[config.mk]
export PLATFORM = sky130hd
export DESIGN_NAME = cnn_mem_reader
export DESIGN_NICKNAME = d
export VERILOG_FILES = /design/src/rtl/cnn_mem_reader.sv
export SDC_FILE = /design/constraint.sdc
export NUM_CORES = 1
export LEC_CHECK = 0
export CAP_MARGIN = 20
export CORE_AREA = 2 2 90 83
export DETAILED_ROUTE_END_ITERATION = 12
export DIE_AREA = 0 0 92 85
export REMOVE_ABC_BUFFERS = 1
export SYNTH_ARGS = -nofsm -noshare
export SYNTH_HDL_FRONTEND = slang
export SYNTH_SLANG_ARGS = --single-unit
[constraint.sdc]
create_clock -name clk -period 3.9 [get_ports clk]
set_input_delay 0.585 -clock clk [delete_from_list [all_inputs] [get_ports clk]]
set_output_delay 0.585 -clock clk [all_outputs]
set_load 0.01 [all_outputs]
[src/rtl/cnn_mem_reader.sv]
// Read-side sequencer for the CNN layer memories: streams `length` bytes from a
// synchronous-read byte RAM onto a valid/ready byte stream at one byte per cycle.
module cnn_mem_reader #(
    parameter int unsigned DEPTH     = 16,
    parameter int unsigned ADDR_BITS = 4,
    parameter int unsigned LEN_BITS  = 5
) (
    input  logic                 clk,
    input  logic                 reset,
    input  logic                 start_i,
    input  logic [ADDR_BITS-1:0] base_addr_i,
    input  logic [LEN_BITS-1:0]  length_i,
    input  logic                 abort_i,
    output logic                 busy_o,
    output logic                 done_o,
    output logic                 ram_re_o,
    output logic [ADDR_BITS-1:0] ram_addr_o,
    input  logic [7:0]           ram_rdata_i,
    output logic [7:0]           m_data_o,
    output logic                 m_valid_o,
    input  logic                 m_ready_i,
    output logic                 m_last_o
);

    typedef enum logic [1:0] {StIdle, StRun, StFlush, StDone} state_e;

    localparam logic [ADDR_BITS-1:0] AddrLast = ADDR_BITS'(DEPTH - 1);
    localparam logic [ADDR_BITS-1:0] AddrOne  = ADDR_BITS'(1);
    localparam logic [LEN_BITS-1:0]  LenOne   = LEN_BITS'(1);

    state_e               state_q, state_d;
    logic [ADDR_BITS-1:0] addr_q, addr_d;
    logic [LEN_BITS-1:0]  len_q, len_d;
    logic [LEN_BITS-1:0]  issued_q, issued_d;
    logic [LEN_BITS-1:0]  sent_q, sent_d;
    logic                 inflight_q, inflight_d;
    logic [7:0]           buf_q [2];
    logic [7:0]           buf_d [2];
    logic                 rd_ptr_q, rd_ptr_d;
    logic                 wr_ptr_q, wr_ptr_d;
    logic [1:0]           count_q, count_d;

    logic       active, cancel, hs, last_hs, push, pop;
    logic [1:0] pending;

    always_comb begin
        active     = (state_q == StRun) || (state_q == StFlush);
        cancel     = active && abort_i;
        pending    = count_q + {1'b0, inflight_q};
        busy_o     = active;
        done_o     = (state_q == StDone);
        // Credit covers both buffered bytes and the read whose data lands next cycle.
        ram_re_o   = (state_q == StRun) && !abort_i && (issued_q != len_q) && (pending < 2'd2);
        ram_addr_o = addr_q;
        m_valid_o  = (count_q != 2'd0) || inflight_q;
        // An empty buffer forwards the arriving RAM byte so the first beat costs no extra cycle.
        if (count_q != 2'd0) begin
            m_data_o = buf_q[rd_ptr_q];
        end else if (inflight_q) begin
            m_data_o = ram_rdata_i;
        end else begin
            m_data_o = 8'h00;
        end
        m_last_o = m_valid_o && (sent_q == (len_q - LenOne));
        hs       = m_valid_o && m_ready_i;
        last_hs  = hs && m_last_o;
        push     = inflight_q && !((count_q == 2'd0) && hs);
        pop      = hs && (count_q != 2'd0);
    end

    always_comb begin
        state_d    = state_q;
        addr_d     = addr_q;
        len_d      = len_q;
        issued_d   = issued_q;
        sent_d     = sent_q;
        inflight_d = ram_re_o;
        buf_d      = buf_q;
        rd_ptr_d   = rd_ptr_q;
        wr_ptr_d   = wr_ptr_q;
        count_d    = count_q + {1'b0, push} - {1'b0, pop};

        if (ram_re_o) begin
            issued_d = issued_q + LenOne;
            addr_d   = (addr_q == AddrLast) ? '0 : addr_q + AddrOne;
        end
        if (hs) begin
            sent_d = sent_q + LenOne;
        end
        if (push) begin
            buf_d[wr_ptr_q] = ram_rdata_i;
            wr_ptr_d        = ~wr_ptr_q;
        end
        if (pop) begin
            rd_ptr_d = ~rd_ptr_q;
        end
        // Dropping inflight here discards the byte still returning from the RAM.
        if (cancel) begin
            inflight_d = 1'b0;
            count_d    = 2'd0;
            rd_ptr_d   = 1'b0;
            wr_ptr_d   = 1'b0;
        end

        unique case (state_q)
            StIdle: begin
                if (start_i) begin
                    len_d    = length_i;
                    addr_d   = base_addr_i;
                    issued_d = '0;
                    sent_d   = '0;
                    state_d  = (length_i == '0) ? StDone : StRun;
                end
            end
            StRun: begin
                if (abort_i) begin
                    state_d = StIdle;
                end else if (last_hs) begin
                    state_d = StDone;
                end else if (issued_d == len_q) begin
                    state_d = StFlush;
                end
            end
            StFlush: begin
                if (abort_i) begin
                    state_d = StIdle;
                end else if (last_hs) begin
                    state_d = StDone;
                end
            end
            StDone: state_d = StIdle;
            default: state_d = StIdle;
        endcase
    end

    always_ff @(posedge clk) begin
        if (reset) begin
            state_q    <= StIdle;
            addr_q     <= '0;
            len_q      <= '0;
            issued_q   <= '0;
            sent_q     <= '0;
            inflight_q <= 1'b0;
            buf_q[0]   <= 8'h00;
            buf_q[1]   <= 8'h00;
            rd_ptr_q   <= 1'b0;
            wr_ptr_q   <= 1'b0;
            count_q    <= 2'd0;
        end else begin
            state_q    <= state_d;
            addr_q     <= addr_d;
            len_q      <= len_d;
            issued_q   <= issued_d;
            sent_q     <= sent_d;
            inflight_q <= inflight_d;
            buf_q      <= buf_d;
            rd_ptr_q   <= rd_ptr_d;
            wr_ptr_q   <= wr_ptr_d;
            count_q    <= count_d;
        end
    end

endmodule

==> results.ini <==
[global_routing]
grt.overflow.total = 0
grt_pass1_wl_mm = 9.28
grt_pass1_vias = 1970
grtUsageTotal_pct = 14.9
grt_max_degree = 25
antenna_found_initial = 0

[die]
dieWidth_um = 92
initial_core_util_pct = 34.2
io_pins = 39
dieArea_um2 = 7820
row_count = 29
coreArea_um2 = 6890
die_h_um = 85

[power]
power.leakage_uw = 0.00112
ir_drop_mv = 0.215
p_int_uw = 854
power_density_nw_per_um2 = 439
seq_power_share_pct = 40.2
switchingPower_uw = 430
p_comb_share_pct = 32.8
p_sw_share_pct = 33.5
p_clk_share_pct = 27.0

[synth]
async_reset_ff_share_pct = 0
synth_cell_types = 43
yosysSeqAreaShare_pct = 35.6
syn_avg_cell_area_um2 = 8.46
synth_top_flop_cell = dfxtp_1
synth_warnings = 0
yosysTopAreaCell = dfxtp_1
ys_top_cells_by_area = dfxtp_1 36%, mux2i_1 8.1%, ha_1 5.8%
synthCells = 279
ys_ff_latch = 42
synth_edf_count = 0
synth_top_area_share_pct = 35.6
syn_area_um2 = 2360

[timing]
clock_skew_ns = 0.00294
worst_slew_pin_slew_ns = 0.641
finalSetupViolCount = 0
slew_headroom_pct = 57.1
post-route-period-util_pct = 76.6
hold_viol = 0
rsz0062_at_grt = false
timing.fmax_mhz = 335
finalMaxSlewViolations = 0
fin_tns_setup_ns = 0
setup_ws_ns = 0.914
final.min_clock_period_ns = 2.99

[critical_path]
path_cells = clkdlybuf4s50_1, nand2b_1, o21bai_1, a21o_1, inv_6, clkdlybuf4s50_1
worst-path-buf-inv = 3
cp-end-kind = primary output
cp_common_cell = clkdlybuf4s50_1
worstReg2RegStart = len_q[2]
rrSetupSlack_ns = 1.47
timing.rr.end = state_q[0]
worstPathRequired_ns = 3.31
startpoint_type = input pin
critPathKind = input pin to primary output
worstPathMaxFanout = 9
rr_worst_depth = 7
cpPeakStageDelay_ns = 0.54
crit_family = buffers and inverters
arrival_ns = 2.40
slowest_stage = clkdlybuf4s50_1

[run]
maxCapViolCount = 0

[clock_tree]
cts_tree = yes
htree_levels = 2
clock_tree.buffer_depth = 2
holdBufCountCts = 0
clk_pin_slew_ns = 0.08
clock_latency_ns = 0.30
numCtsBuffers = 5
ctsResizeCount = 0
cts_sinks = 42
root_buffer = clkbuf_8
post_cts_buffers = 0

[detailed_routing]
vias = 2027
antenna_violating_nets_post_route = 0
viasPerCell = 4.97
wl_mm = 5.51
first_pass_iters = 4
drt_iter0_markers = 85
drc = 0
avgRoutedWirePerCell_um = 13.5

[cells_and_area]
drive_gt1_share_pct = 5.08
n_fill_cell = 718
n_antenna_cell = 0
syn2layout_area_growth_pct = 24.0
post-route-util_pct = 42.5
nets = 347

[worst_hold_path]
hold_end = buf_q[11]
hp-start = buf_q[11]
hold_depth = 2
hp-class = register to register

[placement]
port_buffers = 38
gp_congestion = 0.844
pre_cts_slack_ns = 0.910
dpl.hpwl_mm = 4.06

[outcome]
status = complete, no violations

stage by stage:
step,power [µW],area [µm²],hold slack (ns),instances
2_1_floorplan,789,2310,0.447,267
3_3_place_gp,935,2810,0.460,399
3_5_place_dp,943,2810,0.468,399
4_1_cts,1300,2920,0.480,407
5_1_grt,1370,2930,0.502,408
6_report,1280,2930,0.480,408
sequential cells by signal, indices dropped and copies added, names as in the netlist, 2 cells and up:
signal,cells
ram_addr_o,4
len_q,5
buf_q,16
sent_q,5
count_q,2
issued_q,5
state_q,2
cell type report:
cell class	count	area (µm²)	area share, %
clock buffer	6	72.6	2.48
clock inverter	2	37.5	1.28
inverter	10	42.5	1.45
multi-input combinational	215	1420	48.6
sequential	42	841	28.7
tap	93	116	3.97
timing repair buffer	40	395	13.5
synthesized netlist by cell type (all sizes together) (2+ instances only):
library cell / count
a211oi: 2
a21o: 2
a21oi: 16
a221oi: 2
a22o: 5
and2: 2
and3: 2
buf: 3
clkbuf: 9
dfxtp: 42
ha: 11
inv: 10
mux2: 2
mux2i: 19
nand2: 23
nand2b: 6
nand3: 13
nand4: 3
nor2: 35
nor2b: 2
nor3: 2
nor3b: 2
o21ai: 27
xnor2: 12
xor2: 13
power by group through the flow:
stage	clock [µW]	sequential, µW	combinational, µW
after detailed placement	0	526	417
after global routing	376	523	470
after CTS	360	516	420
after floorplan	0	515	274
after global placement	0	525	409
final	347	516	421
tightest hold or removal path, cell delays in order (launching register included):
cell,delay (ns)
dfxtp_1,0.31
o21ai_0,0.06
a21oi_1,0.06
layer usage:
layer / global-route usage, % / part of all wire (%) / wire length, µm / up-vias
li1: - / - / - / 1042
met1: 20.6 / 50 / 2740 / 937
met2: 22.9 / 45 / 2460 / 40
met3: 3.37 / 4.0 / 218 / 8
met4: 5.56 / 1.7 / 93 / 0
met5: 0 / 0 / 0 / -
placed cells by master, fill, tap and decap left out, types with 6 or more instances in the layout:
master,instances
dfxtp_1,42
clkdlybuf4s50_1,38
nor2_1,35
o21ai_0,27
nand2_1,23
mux2i_1,19
a21oi_1,16
nand3_1,13
xor2_1,12
xnor2_1,12
ha_1,11
inv_1,9
nand2b_1,6
cell families (layout without fill, tap and decap cells):
group | count (synthesis) | after routing | synth area share, %
xor gates and xnor gates | 25 | 25 | 9.59
buffers and inverters | 22 | 58 | 4.13
and+or+nand+nor | 96 | 96 | 19.3
muxes | 21 | 21 | 9.01
adders and majority gates | 11 | 11 | 5.83
DFF | 42 | 42 | 35.6
AOI/OAI and AO/OA | 62 | 62 | 16.5
how the worst max path moves through the flow:
stage / from / end / slack (ns) / depth (start not counted)
floorplan: count_q[0] / count_q[1] / 1.77 / 9
global placement: abort_i / ram_re_o / 0.95 / 6
detailed placement: abort_i / ram_re_o / 0.91 / 6
CTS: abort_i / ram_re_o / 0.91 / 6
global route: len_q[0] / m_last_o / 0.80 / 7
finish: abort_i / ram_re_o / 0.91 / 6
Power figures use the tool's default switching activity.
